### config.mk
export PLATFORM = sky130hd
export DESIGN_NAME = uart_tx_fifo
export DESIGN_NICKNAME = d
export VERILOG_FILES = /design/src/rtl/uart_tx_fifo.sv
export SDC_FILE = /design/constraint.sdc
export NUM_CORES = 1
export LEC_CHECK = 0
export ABC_AREA = 1
export CAP_MARGIN = 10
export CORE_AREA = 2 2 161 163
export DETAILED_ROUTE_END_ITERATION = 6
export DIE_AREA = 0 0 163 165
export PLACE_DENSITY_LB_ADDON = 0.15
export SLEW_MARGIN = 20
export SYNTH_ARGS = -nofsm -noshare
export SYNTH_HDL_FRONTEND = slang
export SYNTH_SLANG_ARGS = --single-unit
### constraint.sdc
create_clock -name clock -period 2.6 [get_ports clock]
set_input_delay 0.26 -clock clock [delete_from_list [all_inputs] [get_ports clock]]
set_output_delay 0.26 -clock clock [all_outputs]
set_load 0.01 [all_outputs]
### src/rtl/uart_tx_fifo.sv
// UART transmitter with a write FIFO on the peripheral bus: configurable frame
// format, back-to-back frames on tx and a status word on reads.

package uart_tx_fifo_pkg;

    typedef struct packed {
        logic        mem_valid;
        logic        mem_instr;
        logic [31:0] mem_addr;
        logic [31:0] mem_wdata;
        logic [3:0]  mem_wstrb;
    } mem_in_type;

    typedef struct packed {
        logic        mem_ready;
        logic        mem_error;
        logic [31:0] mem_rdata;
    } mem_out_type;

endpackage

module uart_tx_fifo
    import uart_tx_fifo_pkg::*;
#(
    parameter int clock_rate = 868,
    parameter int data_bits  = 8,
    parameter int parity     = 0,
    parameter int stop_bits  = 1,
    parameter int depth      = 16
) (
    input  logic        clock,
    input  logic        reset,
    input  mem_in_type  uart_in,
    output mem_out_type uart_out,
    output logic        tx
);

    localparam int ptr_w_c = $clog2(depth);
    localparam int cnt_w_c = ptr_w_c + 1;
    localparam int bit_w_c = $clog2(clock_rate);

    localparam logic [bit_w_c-1:0] bit_last_c  = bit_w_c'(clock_rate - 1);
    localparam logic [2:0]         data_last_c = 3'(data_bits - 1);
    localparam logic [2:0]         stop_last_c = 3'(stop_bits - 1);
    localparam logic [cnt_w_c-1:0] depth_c     = cnt_w_c'(depth);
    localparam logic               parity_en_c = (parity != 0);
    localparam logic               parity_odd_c = (parity == 1);

    typedef enum logic [2:0] {
        IDLE   = 3'd0,
        START  = 3'd1,
        DATA   = 3'd2,
        PARITY = 3'd3,
        STOP   = 3'd4
    } state_t;

    // Even parity is the XOR of the data bits; odd parity is its inverse.
    function automatic logic parity_bit(input logic [data_bits-1:0] d);
        if (parity_odd_c) begin
            parity_bit = ~(^d);
        end else begin
            parity_bit = ^d;
        end
    endfunction

    state_t                 state_r;
    logic [data_bits-1:0]   fifo_mem_r [depth];
    logic [ptr_w_c-1:0]     wr_ptr_r;
    logic [ptr_w_c-1:0]     rd_ptr_r;
    logic [cnt_w_c-1:0]     count_r;
    logic [bit_w_c-1:0]     bit_cnt_r;
    logic [2:0]             idx_r;
    logic [data_bits-1:0]   shift_r;
    logic                   par_r;
    logic                   tx_r;
    logic                   ready_r;
    logic                   error_r;
    logic [31:0]            rdata_r;

    logic                   wr_req_s;
    logic                   rd_req_s;
    logic                   full_s;
    logic                   empty_s;
    logic                   busy_s;
    logic                   push_s;
    logic                   pop_s;
    logic                   bit_end_s;
    logic                   frame_end_s;
    logic                   tx_next_s;
    logic [data_bits-1:0]   head_s;
    logic [31:0]            status_s;
    logic                   unused_s;

    assign wr_req_s    = uart_in.mem_valid & (|uart_in.mem_wstrb);
    assign rd_req_s    = uart_in.mem_valid & ~(|uart_in.mem_wstrb);
    assign full_s      = (count_r == depth_c);
    assign empty_s     = (count_r == {cnt_w_c{1'b0}});
    assign busy_s      = (state_r != IDLE);
    assign bit_end_s   = (bit_cnt_r == bit_last_c);
    assign frame_end_s = (state_r == STOP) & bit_end_s & (idx_r == stop_last_c);
    // Fullness is judged on the registered count, so a same-cycle pop never rescues a write.
    assign push_s      = wr_req_s & ~full_s;
    assign pop_s       = ~empty_s & ((state_r == IDLE) | frame_end_s);
    assign head_s      = fifo_mem_r[rd_ptr_r];
    assign status_s    = {16'h0000, 8'(count_r), 5'b00000, busy_s, empty_s, full_s};
    assign unused_s    = ^{uart_in.mem_instr, uart_in.mem_addr, uart_in.mem_wdata};

    // Line level for the next cycle, derived from the current FSM state.
    always_comb begin
        tx_next_s = 1'b1;
        case (state_r)
            IDLE:    tx_next_s = 1'b1;
            START:   tx_next_s = 1'b0;
            DATA:    tx_next_s = shift_r[0];
            PARITY:  tx_next_s = par_r;
            STOP:    tx_next_s = 1'b1;
            default: tx_next_s = 1'b1;
        endcase
    end

    // FIFO storage write port.
    always_ff @(posedge clock) begin
        if (push_s) begin
            fifo_mem_r[wr_ptr_r] <= uart_in.mem_wdata[data_bits-1:0];
        end
    end

    // FIFO pointers and occupancy.
    always_ff @(posedge clock) begin
        if (reset) begin
            wr_ptr_r <= {ptr_w_c{1'b0}};
            rd_ptr_r <= {ptr_w_c{1'b0}};
            count_r  <= {cnt_w_c{1'b0}};
        end else begin
            if (push_s) begin
                wr_ptr_r <= wr_ptr_r + ptr_w_c'(1);
            end
            if (pop_s) begin
                rd_ptr_r <= rd_ptr_r + ptr_w_c'(1);
            end
            case ({push_s, pop_s})
                2'b10:   count_r <= count_r + cnt_w_c'(1);
                2'b01:   count_r <= count_r - cnt_w_c'(1);
                default: count_r <= count_r;
            endcase
        end
    end

    // Frame sequencer; a frame end with data pending loads the next frame on the same edge.
    always_ff @(posedge clock) begin
        if (reset) begin
            state_r   <= IDLE;
            bit_cnt_r <= {bit_w_c{1'b0}};
            idx_r     <= 3'd0;
            shift_r   <= {data_bits{1'b0}};
            par_r     <= 1'b0;
            tx_r      <= 1'b1;
        end else begin
            tx_r <= tx_next_s;
            case (state_r)
                IDLE: begin
                    if (!empty_s) begin
                        shift_r   <= head_s;
                        par_r     <= parity_bit(head_s);
                        bit_cnt_r <= {bit_w_c{1'b0}};
                        idx_r     <= 3'd0;
                        state_r   <= START;
                    end else begin
                        state_r   <= IDLE;
                    end
                end
                START: begin
                    if (bit_end_s) begin
                        bit_cnt_r <= {bit_w_c{1'b0}};
                        idx_r     <= 3'd0;
                        state_r   <= DATA;
                    end else begin
                        bit_cnt_r <= bit_cnt_r + bit_w_c'(1);
                    end
                end
                DATA: begin
                    if (bit_end_s) begin
                        bit_cnt_r <= {bit_w_c{1'b0}};
                        shift_r   <= {1'b0, shift_r[data_bits-1:1]};
                        if (idx_r == data_last_c) begin
                            idx_r   <= 3'd0;
                            state_r <= parity_en_c ? PARITY : STOP;
                        end else begin
                            idx_r   <= idx_r + 3'd1;
                        end
                    end else begin
                        bit_cnt_r <= bit_cnt_r + bit_w_c'(1);
                    end
                end
                PARITY: begin
                    if (bit_end_s) begin
                        bit_cnt_r <= {bit_w_c{1'b0}};
                        idx_r     <= 3'd0;
                        state_r   <= STOP;
                    end else begin
                        bit_cnt_r <= bit_cnt_r + bit_w_c'(1);
                    end
                end
                STOP: begin
                    if (bit_end_s) begin
                        bit_cnt_r <= {bit_w_c{1'b0}};
                        if (idx_r == stop_last_c) begin
                            idx_r <= 3'd0;
                            if (!empty_s) begin
                                shift_r <= head_s;
                                par_r   <= parity_bit(head_s);
                                state_r <= START;
                            end else begin
                                state_r <= IDLE;
                            end
                        end else begin
                            idx_r <= idx_r + 3'd1;
                        end
                    end else begin
                        bit_cnt_r <= bit_cnt_r + bit_w_c'(1);
                    end
                end
                default: begin
                    state_r   <= IDLE;
                    bit_cnt_r <= {bit_w_c{1'b0}};
                    idx_r     <= 3'd0;
                end
            endcase
        end
    end

    // Single-cycle bus response.
    always_ff @(posedge clock) begin
        if (reset) begin
            ready_r <= 1'b0;
            error_r <= 1'b0;
            rdata_r <= 32'h0000_0000;
        end else begin
            ready_r <= wr_req_s | rd_req_s;
            error_r <= wr_req_s & full_s;
            rdata_r <= rd_req_s ? status_s : 32'h0000_0000;
        end
    end

    assign uart_out.mem_ready = ready_r;
    assign uart_out.mem_error = error_r;
    assign uart_out.mem_rdata = rdata_r;
    assign tx                 = tx_r;

endmodule
==> results of run 1 <==
## metrics by stage
stage          cells  setup slack, ns
2_1_floorplan    908            0.186
3_3_place_gp    1244            0.133
3_5_place_dp    1244            0.135
4_1_cts         1276            0.145
5_1_grt         1277         -0.00214
6_report        1277            0.204
## tightest hold or removal path, cell delays in order
cell and delay (ns):
sky130_fd_sc_hd__clkdlybuf4s50_1 0.42, sky130_fd_sc_hd__inv_1 0.06, sky130_fd_sc_hd__nor2_1 0.05
## cell usage in the layout (no fill, tap or decap), types with 3 or more instances in the layout
master,count
sky130_fd_sc_hd__nand2_1,257
sky130_fd_sc_hd__edfxtp_1,128
sky130_fd_sc_hd__inv_1,96
sky130_fd_sc_hd__nand3_1,83
sky130_fd_sc_hd__nor2_1,70
sky130_fd_sc_hd__dfxtp_1,52
sky130_fd_sc_hd__a21oi_1,35
sky130_fd_sc_hd__buf_4,35
sky130_fd_sc_hd__o21ai_0,28
sky130_fd_sc_hd__clkdlybuf4s50_1,25
sky130_fd_sc_hd__conb_1,24
sky130_fd_sc_hd__clkbuf_16,17
sky130_fd_sc_hd__nor3_1,11
sky130_fd_sc_hd__ha_1,11
sky130_fd_sc_hd__nor2_2,7
sky130_fd_sc_hd__inv_2,7
sky130_fd_sc_hd__nand4_1,6
sky130_fd_sc_hd__nand2_2,5
sky130_fd_sc_hd__inv_6,4
sky130_fd_sc_hd__xnor2_1,3
sky130_fd_sc_hd__o211ai_2,3
sky130_fd_sc_hd__bufinv_16,3
sky130_fd_sc_hd__buf_12,3
## path summary, 6_finish.rpt
check                      end  slack (ns)         start  cells past startpoint
hold reg to reg   bit_cnt_r[9]        0.48  bit_cnt_r[9]                      2
setup reg to reg    count_r[4]        0.20    state_r[0]                     18
hold / removal         ready_r        0.41   uart_in[69]                      3
setup / recovery    count_r[4]        0.20    state_r[0]                     18
## power by group
part / total, mW / switching [mW] / internal, mW / leakage (nW)
sequential: 3.45 / 0.149 / 3.30 / 1.59
combinational: 3.35 / 2.22 / 1.13 / 2.08
clock: 2.70 / 1.16 / 1.54 / 0.295
total: 9.50 / 3.53 / 5.97 / 3.96
## state kept, by name, summed over array words and instances, names as in the netlist, named ones only
register,count
bit_cnt_r,10
count_r,5
error_r,1
fifo_mem_r,128
idx_r,3
par_r,1
rd_ptr_r,4
rdata_r,8
ready_r,1
shift_r,8
state_r,3
tx,1
wr_ptr_r,4
## synthesized netlist by cell type (all sizes together), types with 6 or more instances
library cell,n,area share (%)
nor3,12,0.79
nand2,262,12
o21ai,31,2.1
nor2,80,4.1
a21oi,36,2.2
ha,11,1.7
dfxtp,53,13
inv,105,4.8
edfxtp,128,47
buf,52,4.6
nand4,6,0.46
nand3,85,5.3
## repair_timing
item	CTS	global route
buffers inserted	0	1
setup endpoints to repair	0	3
hold endpoints to repair	0	0
resized for setup	0	2
## kinds of logic after synthesis
logic type	synth area share (%)
buffers and inverters	9.65
other	0.0456
adders and majority gates	1.67
xor gates and xnor gates	0.623
DFF	59.6
AOI/OAI and AO/OA	5.31
and+or+nand+nor	23.1
## layout make-up
cell class	count	area (sq um)	share of cell area, %
Sequential cell	181	4910	51.4
Clock buffer	17	425	4.46
Clock inverter	15	195	2.05
Inverter	106	403	4.22
Tap cell	330	413	4.33
Multi-Input combinational cell	565	2630	27.5
Timing Repair Buffer	63	573	6.01
## layer usage
metal  track usage [%]  share of wire [%]  up-vias
li1                  -                  -     2930
met1              21.0                 50     2627
met2              23.1                 45       95
met3              2.76                3.7       15
met4              3.74               0.96        0
met5                 0                  0        -
==> impl_metrics.json, run 1 <==
{
  "finalClockSkew_ns": 0.00911,
  "cpLargestDelayFamily": "simple AND/OR/NAND/NOR gates",
  "power.leakage_nw": 3.96,
  "place.port_buffers": 25,
  "diodes": 0,
  "clk_pin_slew_worst_paths_ns": 0.07,
  "yosysSeqAreaShare_pct": 59.6,
  "initial_core_utilization_pct": 32.9,
  "grt_antenna_before_repair": 0,
  "cts.sink_count": 181,
  "run_status": "completed",
  "cts_hold_buf": 0,
  "dieWidth_um": 163,
  "post-dp-hpwl_um": 12100,
  "slew_violations": 0,
  "fin_util_pct": 38.1,
  "fillers": 2545,
  "timing.critical_path.slowest_cell_delay_ns": 0.39,
  "postSynthRegisterBits": 181,
  "gp_routability_congestion": 0.737,
  "finalWorstPathRequiredPeriod_ns": 2.40,
  "syn2layout_area_growth_pct": 15.9,
  "unrepaired_setup_endpoints_after_global_routing": "yes",
  "critPathCaptureType": "flip-flop",
  "clk_latency_ns": 0.43,
  "clock-root-buffer": "sky130_fd_sc_hd__clkbuf_16",
  "num_vias": 5667,
  "fin_hold_ws_ns": 0.407,
  "vdd_drop_max_mv": 0.489,
  "power.total_mw": 9.50,
  "grt_usage_pct": 14.7,
  "via_per_inst": 4.44,
  "crit_fanout": 4,
  "die_area_sq_mm": 0.0269,
  "finalHoldViolCount": 0,
  "grt_pass1_wl_um": 29800,
  "worstPathArrival_ns": 2.72,
  "dominantRegCellSynth": "sky130_fd_sc_hd__edfxtp_1",
  "grt_overflow": 0,
  "worst-endpoint-required_ns": 2.93,
  "cts_max_path_buffers": 2,
  "post_synth_num_cell_types": 43,
  "slowest_stage": "sky130_fd_sc_hd__dfxtp_1",
  "timing.setup.tns_ns": 0,
  "startpoint_type_of_the_worst_setup_path": "flip-flop",
  "synth.yosys.warnings": 0,
  "criticalPathCategory": "reg2reg",
  "worstHoldPathType": "in2reg",
  "critPathBufInv": 4,
  "ctsHtreeMaxLevel": 4,
  "drv_cap": 0,
  "drc_errors": 0,
  "core_sq_mm": 0.0250,
  "grt_max_degree": 45,
  "synthesis.instances": 885,
  "num-nets-final": 1017,
  "max-slew-margin-rel_pct": 48.1,
  "path_cells": "nor2_4, nand2_1, a21oi_2, nor2_1, nand2_2, clkinv_1, ha_1, xnor2_1, inv_1, ha_1, inv_1, nand2_1, nand2_1, nand2_1, nand2_1, nand2_1, o21ai_1, inv_1",
  "worst-slew-pin-transition_ns": 0.776,
  "power.density_cell_area_mw_per_mm2": 995,
  "grt_pass1_vias": 5354,
  "tritoncts": "done",
  "floorplan.rows": 58,
  "die_h_um": 165,
  "placed_area_sq_mm": 0.00891,
  "final_area_sq_mm": 0.00954,
  "detail_route.iter0.violations": 323,
  "drtPass1Iterations": 5,
  "post-route-period-util_pct": 92.2,
  "postRouteAntennaNets": 0,
  "routed_wire_length_per_instance_um": 14.7,
  "drive_gt1_share_pct": 11.1,
  "final_setup_viols": 0,
  "syn_area_sq_mm": 0.00823,
  "synth-async-reset-ratio_pct": 0,
  "max_clock_freq_ghz": 0.417,
  "boundaryPins": 107,
  "cts-buffers-inserted": 17,
  "synth_edf_count": 128,
  "post_synth.cell_area_avg_sq_um": 9.30,
  "crit_path_frequent_cell": "sky130_fd_sc_hd__nand2_1",
  "route.final.wire_length_um": 18800
}
(Power assumes the default switching activity.)
==> run 2: changes to the inputs <==
- CORE_AREA: 2 2 161 163 -> 2 2 121 123
- DIE_AREA: 0 0 163 165 -> 0 0 123 125
- clock period: 2.6 -> 3.02 ns (I/O delays scaled with it)
==> run 2 against run 1 <==
  * Combinational power decreased by 20%
  * Clock power decreased by 17%
  * Core utilization increased by 27 points
  * Cell area decreased by 3.6%
  * Clock-buffer cell count unchanged
==> impl_metrics.json, run 2 (synthesis gave the netlist of run 1 again) <==
{
  "crit_fanout": 5,
  "clock-root-buffer": "sky130_fd_sc_hd__clkbuf_16",
  "run_status": "completed",
  "boundaryPins": 107,
  "finalWorstPathRequiredPeriod_ns": 2.59,
  "grt_antenna_before_repair": 0,
  "num_vias": 5879,
  "syn2layout_area_growth_pct": 11.7,
  "grt_overflow": 0,
  "final_common_cell": "sky130_fd_sc_hd__nand2_1",
  "routed_wire_length_per_instance_um": 14.8,
  "numPlacedInstances": 1086,
  "clk_pin_slew_worst_paths_ns": 0.06,
  "gp_routability_congestion": 0.774,
  "ctsHtreeMaxLevel": 4,
  "worstPathArrival_ns": 2.91,
  "path_cells": "nor2_2, nand2_1, a21oi_2, nor2_1, nand2_2, clkinv_1, ha_1, nand2_1, inv_1, nor2_1, inv_1, nor3_1, a21oi_1, nand2_1, nor2_1, o21ai_0, inv_1",
  "stdcell_count": 1118,
  "critPathBufInv": 4,
  "pwr-share-comb_pct": 34.0,
  "diodes": 0,
  "final_setup_viols": 0,
  "power.density_cell_area_mw_per_mm2": 857,
  "fin_util_pct": 64.8,
  "grt_max_degree": 62,
  "place.port_buffers": 25,
  "power_frac_clock_pct": 28.3,
  "die_area_sq_mm": 0.0154,
  "cp_num_cells": 17,
  "largest_register_ffs": 128,
  "cellInternalPower_mw": 5.02,
  "cts_max_path_buffers": 2,
  "reg_power_share_pct": 37.7,
  "drive_gt1_share_pct": 9.64,
  "finalClockSkew_ns": 0.00438,
  "via_per_inst": 5.26,
  "postRouteAntennaNets": 0,
  "grt_pass1_wl_um": 27300,
  "criticalPathCategory": "reg2reg",
  "sw_frac_of_total_pct": 36.3,
  "num-nets-final": 1004,
  "unrepaired_setup_endpoints_after_global_routing": "no",
  "cts-buffers-inserted": 17,
  "timing.critical_path.slowest_cell_delay_ns": 0.38,
  "die_h_um": 125,
  "drtPass1Iterations": 5,
  "grt_usage_pct": 23.4,
  "route.final.wire_length_um": 16600,
  "power_switching_mw": 2.86,
  "max-slew-margin-rel_pct": 55.2,
  "post-route-period-util_pct": 85.8,
  "ff2ff_path_depth": 17,
  "startpoint_type_of_the_worst_setup_path": "flip-flop",
  "slew_violations": 0,
  "core_sq_mm": 0.0142,
  "timing.setup.tns_ns": 0,
  "slowest_stage": "sky130_fd_sc_hd__dfxtp_1",
  "layout.cells.most_common_list": "sky130_fd_sc_hd__nand2_1 (257), sky130_fd_sc_hd__edfxtp_1 (128), sky130_fd_sc_hd__inv_1 (96)",
  "cpLargestDelayFamily": "simple AND/OR/NAND/NOR gates",
  "initial_core_utilization_pct": 58.0,
  "detail_route.iter0.violations": 565,
  "max_clock_freq_ghz": 0.386,
  "largest-register": "fifo_mem_r",
  "finalHoldViolCount": 0,
  "post-dp-hpwl_um": 10800,
  "power.leakage_nw": 3.87,
  "tritoncts": "done",
  "clk_latency_ns": 0.42,
  "drv_cap": 0,
  "floorplan.rows": 44,
  "placed_area_sq_mm": 0.00860,
  "postCtsResizedCells": 0,
  "dieWidth_um": 123,
  "hold_path_depth": 3,
  "final_area_sq_mm": 0.00920,
  "number_of_buffers_added_for_setup_after_cts": 0,
  "cts_hold_buf": 0,
  "critPathCaptureType": "flip-flop",
  "vdd_drop_max_mv": 0.425,
  "largest_registers": "fifo_mem_r x128, bit_cnt_r x10",
  "cts.sink_count": 181,
  "grt_pass1_vias": 5665,
  "worst-endpoint-required_ns": 3.34,
  "drc_errors": 0,
  "worst-slew-pin-transition_ns": 0.672,
  "worstHoldPathType": "in2reg"
}
==> run 2: cell count changes in the layout (fill, tap and decap cells not counted), sizes merged <==
cell	delta
buf	-13
clkinv	+1
clkinvlp	+1
inv	-2
==> run 2: path summary, 6_finish.rpt <==
check / slack [ns] / end / from
max: 0.43 / count_r[3] / state_r[0]
min: 0.43 / ready_r / uart_in[69]
max reg2reg: 0.43 / count_r[3] / state_r[0]
min reg2reg: 0.48 / bit_cnt_r[9] / bit_cnt_r[9]
==> run 2: power by group through the flow <==
| stage | clock network, mW | registers (mW) | logic, mW |
|---|---|---|---|
| after detailed placement | 0 | 3.02 | 2.66 |
| after global routing | 2.37 | 2.99 | 3.08 |
| after CTS | 2.26 | 2.97 | 2.67 |
| after global placement | 0 | 3.01 | 2.58 |
| after floorplan | 0 | 2.99 | 2.19 |
| final | 2.23 | 2.97 | 2.68 |
==> run 2: cell type report <==
class / instances / area, sq um
repair buffers: 50 / 438
inverters: 106 / 403
flip-flops and latches: 181 / 4910
clock buffers: 17 / 425
well taps: 184 / 230
fillers: 1148 / 5000
multi-input cells: 565 / 2620
clock inverters: 15 / 178
==> run 2: through the flow <==
stage               setup slack, ns  total power, mW  hold WS (ns)
CTS                           0.449             7.90         0.413
finish                        0.427             7.88         0.433
global route                  0.122             8.44         0.454
floorplan                     0.606             5.18         0.385
detailed placement            0.468             5.69         0.476
global placement              0.499             5.60         0.467
==> run 2: tightest hold or removal path: cells and delay by family <==
family	cells	cell delay, ns
buffers and inverters	2	0.48
AND/OR/NAND/NOR	1	0.04
==> run 2: routing by layer <==
metal | wire, um | global-route usage, % | vias to the layer above
met5 | 0 | 0 | -
met4 | 378 | 9.76 | 0
met3 | 848 | 4.47 | 29
met2 | 8080 | 37.7 | 175
met1 | 7290 | 31.3 | 2764
li1 | - | - | 2911
==> run 3: changes to the inputs <==
- CORE_AREA: 2 2 121 123 -> 8 8 127 129
- DIE_AREA: 0 0 123 125 -> 0 0 135 137
==> run 3 against run 2 <==
  * Sequential share of layout area is essentially flat
  * Critical path depth grew 1
  * Final cell count fell by 0.27%
  * Core utilization about the same
  * Largest cell class unchanged
  * Largest power group unchanged
  * Highest routed layer unchanged
==> impl_metrics.json, run 3 (synthesis gave the netlist of run 1 again) <==
{
  "critPathCaptureType": "flip-flop",
  "multiInputGateArea_sq_mm": 0.00263,
  "tritoncts": "done",
  "clock-root-buffer": "sky130_fd_sc_hd__clkbuf_16",
  "grt_usage_pct": 19.3,
  "grt_antenna_before_repair": 0,
  "reg_power_share_pct": 37.4,
  "worstHoldPathType": "in2reg",
  "largest_register_ffs": 128,
  "power_switching_mw": 2.94,
  "number_of_buffers_added_for_setup_after_cts": 0,
  "fillers": 1151,
  "postRouteAntennaNets": 0,
  "crit_path_frequent_cell": "sky130_fd_sc_hd__nand2_1",
  "max-slew-margin-rel_pct": 47.0,
  "power.density_cell_area_mw_per_mm2": 866,
  "clk_latency_ns": 0.43,
  "drive_gt1_share_pct": 9.77,
  "finalWorstPathRequiredPeriod_ns": 2.65,
  "worstPathArrival_ns": 2.98,
  "cpLargestDelayFamily": "simple AND/OR/NAND/NOR gates",
  "routed_wire_length_per_instance_um": 15.4,
  "diodes": 0,
  "timing.critical_path.slowest_cell_delay_ns": 0.38,
  "drc_errors": 0,
  "floorplan.rows": 44,
  "finalClockSkew_ns": 0.0104,
  "cts_hold_buf": 0,
  "cts_max_path_buffers": 2,
  "critPathBufInv": 4,
  "sw_frac_of_total_pct": 37.0,
  "grt_max_degree": 68,
  "drv_cap": 0,
  "timing.setup.tns_ns": 0,
  "power.total_mw": 7.96,
  "power_frac_clock_pct": 28.3,
  "num-nets-final": 1001,
  "cts-buffers-inserted": 17,
  "power.leakage_nw": 3.85,
  "final_common_cell": "sky130_fd_sc_hd__nand2_1",
  "postCtsResizedCells": 0,
  "cts.sink_count": 181,
  "gp_routability_congestion": 0.819,
  "place.port_buffers": 25,
  "slew_violations": 0,
  "route.final.wire_length_um": 17200,
  "run_status": "completed",
  "detail_route.iter0.violations": 292,
  "clk_pin_slew_worst_paths_ns": 0.06,
  "num_vias": 5844,
  "die_area_sq_mm": 0.0185,
  "ctsHtreeMaxLevel": 4,
  "final_setup_viols": 0,
  "startpoint_type_of_the_worst_setup_path": "flip-flop",
  "r2r_setup_slack_ns": 0.37,
  "layout.cells.most_common_list": "sky130_fd_sc_hd__nand2_1 (257), sky130_fd_sc_hd__edfxtp_1 (128), sky130_fd_sc_hd__inv_1 (96)",
  "grt_pass1_wl_um": 27500,
  "dieWidth_um": 135,
  "finalHoldViolCount": 0,
  "core_sq_mm": 0.0142,
  "cellInternalPower_mw": 5.02,
  "via_per_inst": 5.24,
  "criticalPathCategory": "reg2reg",
  "drtPass1Iterations": 5,
  "slowest_stage": "sky130_fd_sc_hd__dfxtp_1",
  "post-route-period-util_pct": 87.9,
  "grt_overflow": 0,
  "pwr-share-comb_pct": 34.4,
  "post-dp-hpwl_um": 10900,
  "initial_core_utilization_pct": 58.0,
  "unrepaired_setup_endpoints_after_global_routing": "no",
  "crit_fanout": 8,
  "vdd_drop_max_mv": 0.492,
  "area.sequential_sq_mm": 0.00491,
  "syn2layout_area_growth_pct": 11.7,
  "grt_pass1_vias": 5654,
  "largest-register": "fifo_mem_r",
  "die_h_um": 137,
  "max_clock_freq_ghz": 0.377,
  "largest_registers": "fifo_mem_r x128, bit_cnt_r x10",
  "worst-slew-pin-transition_ns": 0.794,
  "path_cells": "nor2_2, nand2_1, a21oi_2, nor2_1, nand2_2, clkinvlp_4, ha_2, xnor2_2, inv_1, ha_1, inv_1, nand2_1, nand2_1, nand2_1, nand2_1, nand2_1, o21ai_1, inv_1",
  "worst-endpoint-required_ns": 3.35,
  "boundaryPins": 107
}
run 3: power groups by stage:
stage | clock (mW) | combinational (mW) | sequential, mW
final | 2.25 | 2.74 | 2.98
after floorplan | 0 | 2.19 | 2.99
after global routing | 2.37 | 3.09 | 3.00
after global placement | 0 | 2.58 | 3.01
after detailed placement | 0 | 2.69 | 3.02
after CTS | 2.28 | 2.71 | 2.97
run 3: through the flow:
| step | cell area [sq um] | util [%] | setup WS [ns] | cells | hold slack, ns |
|---|---|---|---|---|---|
| after floorplan | 8320 | - | 0.606 | 908 | 0.385 |
| after global placement | 8570 | 60.4 | 0.388 | 1083 | 0.466 |
| after detailed placement | 8570 | 60.4 | 0.254 | 1083 | 0.477 |
| after CTS | 9180 | 64.6 | 0.187 | 1115 | 0.419 |
| after global routing | 9200 | 64.7 | 0.0610 | 1115 | 0.435 |
| final | 9200 | 64.7 | 0.366 | 1115 | 0.444 |
run 3: routing by layer:
metal	global-route usage (%)	wire, um	vias to the layer above
met5	0	0	-
met4	8.88	386	0
met3	3.93	1030	31
met2	33.1	8620	170
met1	22.9	7180	2744
li1	-	-	2899
run 3: final timing paths:
path                startpoint            to  depth (start not counted)
setup / recovery    state_r[0]    count_r[4]                         18
hold / removal     uart_in[69]       ready_r                          3
setup reg to reg    state_r[0]    count_r[4]                         18
hold reg to reg   bit_cnt_r[9]  bit_cnt_r[9]                          2
run 3: final cells by class:
class	count	share of cell area, %
Timing Repair Buffer	47	4.52
Clock inverter	14	1.92
Clock buffer	18	4.67
Tap cell	184	2.50
Sequential cell	181	53.4
Multi-Input combinational cell	565	28.6
Inverter	106	4.42
run 3: worst register-to-register path, delay by kind of cell, from the launching register on:
family	cells	cell delay [ns]
adders and majority gates	2	0.46
xor gates and xnor gates	1	0.17
DFF	1	0.38
and+or+nand+nor	9	0.88
AOI/OAI and AO/OA	2	0.29
buffers and inverters	4	0.38
